File: config.mk
export PLATFORM = sky130hd
export DESIGN_NAME = hazard_fwd_ctrl_flat
export DESIGN_NICKNAME = d
export VERILOG_FILES = /design/src/rtl/pipe_pkg.sv /design/src/rtl/hazard_fwd_ctrl_if.sv /design/src/rtl/fwd_select.sv /design/src/rtl/hazard_fwd_ctrl.sv /design/src/flat_wrapper.sv
export SDC_FILE = /design/constraint.sdc
export NUM_CORES = 1
export LEC_CHECK = 0
export ABC_AREA = 1
export BUFFER_PORTS_ARGS = -buffer_cell sky130_fd_sc_hd__buf_2
export CAP_MARGIN = 20
export CORE_UTILIZATION = 35
export CTS_CLUSTER_SIZE = 30
export DETAILED_ROUTE_END_ITERATION = 8
export GPL_ROUTABILITY_DRIVEN = 0
export GPL_TIMING_DRIVEN = 0
export PLACE_DENSITY = 0.56
export SKIP_LAST_GASP = 1
export SYNTH_ARGS = -nofsm -noshare
export SYNTH_HDL_FRONTEND = slang
export SYNTH_HIERARCHICAL = 1
export SYNTH_SLANG_ARGS = --single-unit
File: constraint.sdc
create_clock -name clk -period 6.1 [get_ports clk]
set_input_delay 1.83 -clock clk [delete_from_list [all_inputs] [get_ports clk]]
set_output_delay 1.83 -clock clk [all_outputs]
set_load 0.05 [all_outputs]
File: src/rtl/pipe_pkg.sv
// pipe_pkg: shared definitions for the hazard/forwarding controller.
//   FWD_*        : operand-mux select encoding driven into the EX stage
//   fsm_state_e  : controller sequencing states (RUN, LU_STALL, HOLD)
//   shadow_t     : one shadow-scoreboard entry {valid, dst, reg_write, mem_read}
//   entry_match  : "this entry will write register r", register 0 excluded
package pipe_pkg;

  localparam int SHADOW_AW = 5;

  localparam logic [1:0] FWD_REG = 2'd0;
  localparam logic [1:0] FWD_WB  = 2'd1;
  localparam logic [1:0] FWD_MEM = 2'd2;

  typedef enum logic [1:0] {
    RUN      = 2'd0,
    LU_STALL = 2'd1,
    HOLD     = 2'd2
  } fsm_state_e;

  typedef struct packed {
    logic                 valid;
    logic [SHADOW_AW-1:0] dst;
    logic                 reg_write;
    logic                 mem_read;
  } shadow_t;

  // Register 0 is hardwired zero, so it never names a real producer.
  function automatic logic entry_match(input shadow_t e, input logic [SHADOW_AW-1:0] r);
    return e.valid & e.reg_write & (e.dst == r) & (r != '0);
  endfunction

endpackage

File: src/rtl/hazard_fwd_ctrl_if.sv
// hazard_fwd_ctrl_if: bundles the ID-stage instruction description, the
// pipeline control inputs and the controller's outputs.
//   master : pipeline side (drives id_*, flush_ex, ex_busy; reads selects/stalls)
//   slave  : controller side (hazard_fwd_ctrl)
interface hazard_fwd_ctrl_if #(
  parameter int REG_AW = 5,
  parameter int CNT_W  = 16
);
  logic              id_valid;
  logic [REG_AW-1:0] id_rs;
  logic [REG_AW-1:0] id_rt;
  logic              id_uses_rt;
  logic [REG_AW-1:0] id_dst;
  logic              id_reg_write;
  logic              id_mem_read;
  logic              flush_ex;
  logic              ex_busy;
  logic [1:0]        ALU_SrcA_fwd;
  logic [1:0]        ALU_SrcB_fwd;
  logic              stall_if_id;
  logic              bubble_ex;
  logic [CNT_W-1:0]  stall_cnt;

  modport master (
    output id_valid, id_rs, id_rt, id_uses_rt, id_dst, id_reg_write, id_mem_read,
           flush_ex, ex_busy,
    input  ALU_SrcA_fwd, ALU_SrcB_fwd, stall_if_id, bubble_ex, stall_cnt
  );

  modport slave (
    input  id_valid, id_rs, id_rt, id_uses_rt, id_dst, id_reg_write, id_mem_read,
           flush_ex, ex_busy,
    output ALU_SrcA_fwd, ALU_SrcB_fwd, stall_if_id, bubble_ex, stall_cnt
  );
endinterface

File: src/rtl/fwd_select.sv
// fwd_select: combinational forwarding-source picker for one operand.
//   ex_e, mem_e : shadow entries of the instructions currently in EX and MEM
//   src         : source register read by the instruction in ID
//   enable      : operand really is read from the register file
//   sel         : FWD_MEM / FWD_WB / FWD_REG for the next EX cycle
module fwd_select
  import pipe_pkg::*;
(
  input  shadow_t              ex_e,
  input  shadow_t              mem_e,
  input  logic [SHADOW_AW-1:0] src,
  input  logic                 enable,
  output logic [1:0]           sel
);

  // The EX producer is checked first so the youngest write wins. A load in
  // EX cannot forward yet; that case is resolved by the load-use stall.
  always_comb begin
    sel = FWD_REG;
    if (enable) begin
      if (entry_match(ex_e, src) && !ex_e.mem_read) begin
        sel = FWD_MEM;
      end else if (entry_match(mem_e, src)) begin
        sel = FWD_WB;
      end
    end
  end

endmodule

File: src/rtl/hazard_fwd_ctrl.sv
// hazard_fwd_ctrl: EX-stage operand forwarding and stall sequencing for a
// 5-stage pipeline.
//   clk, rst : pipeline clock (rising edge), asynchronous active-high reset
//   bus      : hazard_fwd_ctrl_if.slave
//              in : id_valid, id_rs, id_rt, id_uses_rt, id_dst, id_reg_write,
//                   id_mem_read, flush_ex, ex_busy
//              out: ALU_SrcA_fwd, ALU_SrcB_fwd (registered), stall_if_id,
//                   bubble_ex (combinational), stall_cnt (saturating)
// A shadow copy of the EX and MEM destination registers is kept so the
// selects for the instruction entering EX can be registered one cycle early.
module hazard_fwd_ctrl
  import pipe_pkg::*;
#(
  parameter int REG_AW = 5,
  parameter int CNT_W  = 16
) (
  input logic             clk,
  input logic             rst,
  hazard_fwd_ctrl_if.slave bus
);

  fsm_state_e       state_q, state_d;
  shadow_t          ex_q, ex_d;
  shadow_t          mem_q, mem_d;
  logic [1:0]       sel_a_q, sel_a_d;
  logic [1:0]       sel_b_q, sel_b_d;
  logic [CNT_W-1:0] cnt_q, cnt_d;

  logic [REG_AW-1:0] rs_w, rt_w;
  logic [1:0]        fwd_a, fwd_b;
  logic              lu;
  logic              stall;
  logic              bubble;

  assign rs_w = bus.id_rs;
  assign rt_w = bus.id_rt;

  fwd_select u_sel_a (
    .ex_e   (ex_q),
    .mem_e  (mem_q),
    .src    (rs_w),
    .enable (bus.id_valid),
    .sel    (fwd_a)
  );

  fwd_select u_sel_b (
    .ex_e   (ex_q),
    .mem_e  (mem_q),
    .src    (rt_w),
    .enable (bus.id_valid & bus.id_uses_rt),
    .sel    (fwd_b)
  );

  // A load in EX whose result the ID instruction needs cannot be forwarded
  // in time, so one bubble is inserted.
  assign lu = bus.id_valid & ex_q.mem_read &
              (entry_match(ex_q, rs_w) | (bus.id_uses_rt & entry_match(ex_q, rt_w)));

  // Next-state and control decode. Busy freezes everything, a flush squashes
  // the ID instruction (and overrides any load-use stall), a load-use hazard
  // drains EX into MEM behind a bubble, otherwise the pipeline advances.
  // HOLD and LU_STALL always fall back to RUN once their cause is gone.
  always_comb begin
    state_d = RUN;
    ex_d    = ex_q;
    mem_d   = mem_q;
    sel_a_d = sel_a_q;
    sel_b_d = sel_b_q;
    stall   = 1'b0;
    bubble  = 1'b0;

    if (bus.ex_busy) begin
      state_d = HOLD;
      stall   = 1'b1;
    end else if (bus.flush_ex) begin
      bubble  = 1'b1;
      mem_d   = ex_q;
      ex_d    = '0;
      sel_a_d = FWD_REG;
      sel_b_d = FWD_REG;
    end else if (lu) begin
      stall   = 1'b1;
      bubble  = 1'b1;
      mem_d   = ex_q;
      ex_d    = '0;
      sel_a_d = FWD_REG;
      sel_b_d = FWD_REG;
      if (state_q == RUN) begin
        state_d = LU_STALL;
      end
    end else begin
      mem_d           = ex_q;
      ex_d.valid      = bus.id_valid;
      ex_d.dst        = bus.id_dst;
      ex_d.reg_write  = bus.id_reg_write;
      ex_d.mem_read   = bus.id_mem_read;
      sel_a_d         = fwd_a;
      sel_b_d         = fwd_b;
    end
  end

  // Stall-cycle counter sticks at all-ones instead of wrapping.
  always_comb begin
    cnt_d = cnt_q;
    if (stall && (cnt_q != {CNT_W{1'b1}})) begin
      cnt_d = cnt_q + {{(CNT_W-1){1'b0}}, 1'b1};
    end
  end

  // State, shadow scoreboard, registered selects and counter.
  always_ff @(posedge clk or posedge rst) begin
    if (rst) begin
      state_q <= RUN;
      ex_q    <= '0;
      mem_q   <= '0;
      sel_a_q <= FWD_REG;
      sel_b_q <= FWD_REG;
      cnt_q   <= '0;
    end else begin
      state_q <= state_d;
      ex_q    <= ex_d;
      mem_q   <= mem_d;
      sel_a_q <= sel_a_d;
      sel_b_q <= sel_b_d;
      cnt_q   <= cnt_d;
    end
  end

  // Stall and bubble are forced low while reset is held, since the inputs
  // may still show a hazard against the shadow state being cleared.
  assign bus.stall_if_id  = stall & ~rst;
  assign bus.bubble_ex    = bubble & ~rst;
  assign bus.ALU_SrcA_fwd = sel_a_q;
  assign bus.ALU_SrcB_fwd = sel_b_q;
  assign bus.stall_cnt    = cnt_q;

endmodule

File: src/flat_wrapper.sv
// flat-port wrapper written by rule: the top's interface ports become plain ports
module hazard_fwd_ctrl_flat import pipe_pkg::*;
#(
  parameter int REG_AW = 5,
  parameter int CNT_W  = 16
)
  (clk, rst, bus_id_valid, bus_id_rs, bus_id_rt, bus_id_uses_rt, bus_id_dst, bus_id_reg_write, bus_id_mem_read, bus_flush_ex, bus_ex_busy, bus_ALU_SrcA_fwd, bus_ALU_SrcB_fwd, bus_stall_if_id, bus_bubble_ex, bus_stall_cnt);
  hazard_fwd_ctrl_if #(.REG_AW(REG_AW), .CNT_W(CNT_W)) bus_i ();
  input logic clk;
  input logic rst;
  input wire logic [$bits(bus_i.id_valid)-1:0] bus_id_valid;
  input wire logic [$bits(bus_i.id_rs)-1:0] bus_id_rs;
  input wire logic [$bits(bus_i.id_rt)-1:0] bus_id_rt;
  input wire logic [$bits(bus_i.id_uses_rt)-1:0] bus_id_uses_rt;
  input wire logic [$bits(bus_i.id_dst)-1:0] bus_id_dst;
  input wire logic [$bits(bus_i.id_reg_write)-1:0] bus_id_reg_write;
  input wire logic [$bits(bus_i.id_mem_read)-1:0] bus_id_mem_read;
  input wire logic [$bits(bus_i.flush_ex)-1:0] bus_flush_ex;
  input wire logic [$bits(bus_i.ex_busy)-1:0] bus_ex_busy;
  output wire logic [$bits(bus_i.ALU_SrcA_fwd)-1:0] bus_ALU_SrcA_fwd;
  output wire logic [$bits(bus_i.ALU_SrcB_fwd)-1:0] bus_ALU_SrcB_fwd;
  output wire logic [$bits(bus_i.stall_if_id)-1:0] bus_stall_if_id;
  output wire logic [$bits(bus_i.bubble_ex)-1:0] bus_bubble_ex;
  output wire logic [$bits(bus_i.stall_cnt)-1:0] bus_stall_cnt;
  assign bus_i.id_valid = bus_id_valid;
  assign bus_i.id_rs = bus_id_rs;
  assign bus_i.id_rt = bus_id_rt;
  assign bus_i.id_uses_rt = bus_id_uses_rt;
  assign bus_i.id_dst = bus_id_dst;
  assign bus_i.id_reg_write = bus_id_reg_write;
  assign bus_i.id_mem_read = bus_id_mem_read;
  assign bus_i.flush_ex = bus_flush_ex;
  assign bus_i.ex_busy = bus_ex_busy;
  assign bus_ALU_SrcA_fwd = bus_i.ALU_SrcA_fwd;
  assign bus_ALU_SrcB_fwd = bus_i.ALU_SrcB_fwd;
  assign bus_stall_if_id = bus_i.stall_if_id;
  assign bus_bubble_ex = bus_i.bubble_ex;
  assign bus_stall_cnt = bus_i.stall_cnt;
  hazard_fwd_ctrl #(.REG_AW(REG_AW), .CNT_W(CNT_W)) u_core (.clk(clk), .rst(rst), .bus(bus_i));
endmodule
==> results.toml, run 1 <==
[run_status]
status = "finished clean"

[cells_and_area]
drive_above_1_share_pct = 18.83
finalNetCount = 485
layout_common_cells = "nand2_1, inv_1, buf_2, nor2_1, dfrtp_1"
syn_to_final_growth_pct = 18.48
mostFrequentLayoutCell = "nand2_1"
antennaDiodeCount = 0
final_util_pct = 44.02

[die]
dieWidth_microns = 87.86
initial_core_util_pct = 37.15
row_count = 30
dieArea_sq_um = 7719
io-pin-count = 45
coreArea_sq_um = 6944
die_h_microns = 87.86

[timing]
tns_ns = 0
clock.fmax_mhz = 191.8
rsz0062_at_grt = "false"
report.final.slew_viol_count = 0
setup_viol = 0
finalClockSkew_ns = 0.01210
fin_crit_sh_pct = 85.46
finalCriticalPeriod_ns = 5.213
maxSlewHeadroom_pct = 48.90
hold_violations = 0
worstMarginPinSlew_ns = 0.7654

[setup_path]
worstPathRequired_ns = 4.27
arrival_ns = 3.38
endpoint_kind = "primary output"
cp_max_fo = 10
critical_path_class = "input pin to primary output"
start_kind = "input pin"

[grt]
grt_pass1_wl_microns = 11360
grt_start_max_net_pins = 36
track_usage_pct = 19.16
first_global_vias = 2465
antenna_found_initial = 0
overflow = 0

[clock_network]
cts.reportedPaths.clkPinSlew_ns = 0.08
worst_skew_pair.late_latency_ns = 0.29
cts.hold.buffers_added = 0
cts_tree = "built"
cts_setup_buffers = 0
clock_path_buffers = 2
cts_resized = 0
cts_root_buffer = "clkbuf_8"
cts_buffers = 5
htreeDepth = 2
clkSinkCount = 35

[route]
via_per_inst = 4.627
drc = 0
drtIter0Drc = 116
vias = 2582
ant_nets = 0
detail_route.wl_per_cell_microns = 12.26
wl_microns = 6841
drt_pass1_iterations = 4

[pwr]
switching_share_pct = 35.63
p_sw_uw = 265.4
powerDensity_nw_per_um2 = 243.7
irDropWorstVdd_mv = 0.1899
internal-power_uw = 479.5
pwr-share-comb_pct = 27.0
p_total_uw = 744.9
p_clk_share_pct = 34.0
leakage_nw = 1.636
seqPwrFrac_pct = 39.0

[placed_design]
port_buffers = 44
place_hpwl_microns = 5162

[synth]
syn_area_sq_um = 2580
synth.avg_cell_area_sq_um = 6.293
syn-instance-count = 410
syn_nets = 434
yosys_warnings = 6

[run]
cap_violations = 0

[min_path]
hp-class = "flop to flop"
==> through the flow <==
step                hold WS, ns  setup WS [ns]  cell area (sq um)  std cells
floorplan                0.4740          1.029               2580        410
global placement         0.4738         0.8511               2920        550
detailed placement       0.4801         0.8833               2920        550
CTS                      0.5011         0.8746               3057        558
global route             0.5349         0.6860               3057        558
finish                   0.4934         0.8866               3057        558
==> worst max-delay path, cell delays in order <==
cell and delay, ns:
buf_2 0.14, inv_1 0.07, nand2_1 0.05, nand2_1 0.05, inv_1 0.04, nand2_1 0.04
nor2_1 0.08, nand3_1 0.09, nand2_1 0.13, nand2_1 0.06, nand2_1 0.09, buf_2 0.26
nand2_1 0.08, nor2_1 0.09, buf_2 0.26
==> power by group through the flow <==
stage,Sequential (mW),Clock [mW],Combinational (mW)
6_report,0.290,0.253,0.201
3_3_place_gp,0.294,0,0.200
3_5_place_dp,0.295,0,0.202
5_1_grt,0.296,0.269,0.223
4_1_cts,0.290,0.261,0.203
2_1_floorplan,0.337,0,0.102
==> cell type report <==
type | count | area, sq um
Timing Repair Buffer | 44 | 220.2
Inverter | 69 | 259.0
Buffer | 8 | 41.29
Tap cell | 96 | 120.1
Multi-Input combinational cell | 298 | 1404
Clock inverter | 3 | 67.56
Fill cell | 756 | 3887
Clock buffer | 5 | 68.82
Sequential cell | 35 | 875.8
==> state kept, by name (all words and copies together), names as in the netlist <==
name and flops:
u_core/bus.ALU_SrcB_fwd 2, u_core/mem_q 7, u_core/bus.ALU_SrcA_fwd 2, u_core/bus.stall_cnt 16, u_core/ex_q 8
==> final timing paths <==
kind	start	end	slack, ns	depth (start not counted)
min reg2reg	u_core/bus.ALU_SrcA_fwd[0]	u_core/bus.ALU_SrcA_fwd[0]	0.49	2
max	bus_id_rs[2]	bus_bubble_ex	0.89	15
max in group asynchronous	rst	u_core/bus.stall_cnt[5]	3.90	2
min in group asynchronous	rst	u_core/bus.stall_cnt[12]	1.69	2
max reg2reg	u_core/ex_q[4]	u_core/bus.stall_cnt[4]	4.14	11
min	u_core/bus.ALU_SrcA_fwd[0]	u_core/bus.ALU_SrcA_fwd[0]	0.49	2
==> metal layers <==
metal	GRT usage, %	routed length (microns)	up-vias
met4	7.303	137	0
met3	3.110	201	10
met1	24.15	3291	1172
met5	0	0	-
met2	32.84	3210	44
li1	-	-	1356
No activity file was read; power rests on OpenSTA's default activity.
==> run 2: changes to the inputs <==
ABC_AREA = default   (was 1)
PLACE_DENSITY = 0.57   (was 0.56)
==> results.toml, run 2 <==
[timing]
rsz0062_at_grt = "false"
setup_viol = 0
maxSlewHeadroom_pct = 51.11
tns_ns = 0
hold_violations = 0
clock.fmax_mhz = 191.7
worstMarginPinSlew_ns = 0.7325
finalClockSkew_ns = 0.006528
fin_crit_sh_pct = 85.53
report.final.slew_viol_count = 0
finalCriticalPeriod_ns = 5.217

[die]
row_count = 27
die_h_microns = 78.83
dieWidth_microns = 78.83
io-pin-count = 45
initial_core_util_pct = 36.84
dieArea_sq_um = 6213
coreArea_sq_um = 5608

[synth]
syn_nets = 216
synth.avg_cell_area_sq_um = 10.76
yosys_warnings = 6
syn-instance-count = 192
syn_area_sq_um = 2066

[route]
vias = 1586
drt_pass1_iterations = 4
wl_microns = 4574
ant_nets = 0
drtIter0Drc = 64
detail_route.wl_per_cell_microns = 14.47
drc = 0
via_per_inst = 5.019

[grt]
track_usage_pct = 16.44
grt_start_max_net_pins = 20
overflow = 0
antenna_found_initial = 0
grt_pass1_wl_microns = 7769
first_global_vias = 1584

[cells_and_area]
antennaDiodeCount = 0
largest_reg_flops = 16
finalNetCount = 267
n_fill_cell = 562
final_util_pct = 44.22
fin_area_sq_um = 2480
layout_common_cells = "buf_2, dfrtp_1, xor2_1, nand2_1"
drive_above_1_share_pct = 31.56
mostFrequentLayoutCell = "buf_2"
syn_to_final_growth_pct = 20.05

[setup_path]
cp_max_fo = 10
cp_common_cell = "buf_2"
r2r_start = "u_core/bus.stall_cnt[0]"
critical_path_buf_inv_count = 3
rrSetupSlack_ns = 3.94
critPathTopFamily = "simple AND/OR/NAND/NOR gates"
cp_slowest_cell = "nor3_4"
slowest_delay_ns = 0.34
worstPathCellList = "buf_2 > nor4_1 > o21ai_1 > and4_4 > nor3_4 > buf_6 > nor2_1 > buf_2"
worstPathRequired_ns = 4.27
arrival_ns = 3.39
critical_path_class = "input pin to primary output"
start_kind = "input pin"
r2r_cells = 8
reg2reg_to = "u_core/bus.stall_cnt[2]"
endpoint_kind = "primary output"

[clock_network]
worst_skew_pair.late_latency_ns = 0.28
clock_path_buffers = 2
cts_setup_buffers = 0
cts_buffers = 5
cts_tree = "built"
htreeDepth = 2
clkSinkCount = 35
cts.hold.buffers_added = 0
cts_root_buffer = "clkbuf_8"
cts_resized = 0
cts.reportedPaths.clkPinSlew_ns = 0.07

[min_path]
hp-class = "flop to flop"
holdPathStages = 1
hold_end = "u_core/bus.ALU_SrcB_fwd[0]"
hold_start = "u_core/bus.ALU_SrcB_fwd[0]"

[pwr]
p_clk_share_pct = 22.2
pwr-share-comb_pct = 33.4
powerDensity_nw_per_um2 = 289.6
seqPwrFrac_pct = 44.4
internal-power_uw = 425.8
leakage_nw = 1.123
irDropWorstVdd_mv = 0.1560
p_sw_uw = 292.3
switching_share_pct = 40.70

[run_status]
status = "finished clean"

[placed_design]
port_buffers = 43
place_area_sq_um = 2399
place_hpwl_microns = 3545

[run]
cap_violations = 0
-- run 2: final cells by class --
type	count	area (sq um)	area share, %
multi-input cells	146	1131	45.61
clock buffers	7	76.32	3.078
repair buffers	44	242.7	9.788
clock inverters	1	5.005	0.2018
flip-flops and latches	35	875.8	35.32
plain buffers	6	40.04	1.615
inverters	5	18.77	0.7568
well taps	72	90.09	3.633
-- run 2: worst max path at each step --
stage	start	end	depth (start not counted)
floorplan	bus_id_rs[3]	bus_bubble_ex	6
global placement	bus_id_rt[0]	bus_stall_if_id	8
global route	bus_id_rt[0]	bus_stall_if_id	8
CTS	bus_id_rt[0]	bus_stall_if_id	8
finish	bus_id_rt[0]	bus_stall_if_id	8
detailed placement	bus_id_rt[0]	bus_stall_if_id	8
-- run 2: per-layer routing --
metal	vias up	share of wire, %	global-route usage, %
met1	755	51	23.77
met5	-	0	0
li1	799	-	-
met3	6	3.5	4.023
met4	0	1.6	6.182
met2	26	44	23.48
-- run 2: per-stage QoR --
stage / hold slack, ns / setup WS (ns) / instances / power, mW
floorplan: 0.5014 / 0.7344 / 192 / 0.4956
global placement: 0.4884 / 0.8961 / 307 / 0.5607
detailed placement: 0.4930 / 0.9052 / 308 / 0.5646
CTS: 0.5142 / 0.9022 / 316 / 0.7268
global route: 0.5394 / 0.8030 / 316 / 0.7620
finish: 0.5125 / 0.8827 / 316 / 0.7181
-- run 2: power by group through the flow --
stage                     sequential [mW]  clock, mW  combinational (mW)
after floorplan                     0.407          0              0.0886
after global placement              0.324          0               0.237
after detailed placement            0.324          0               0.241
after CTS                           0.319      0.166               0.241
after global routing                0.327      0.176               0.258
final                               0.319      0.159               0.240
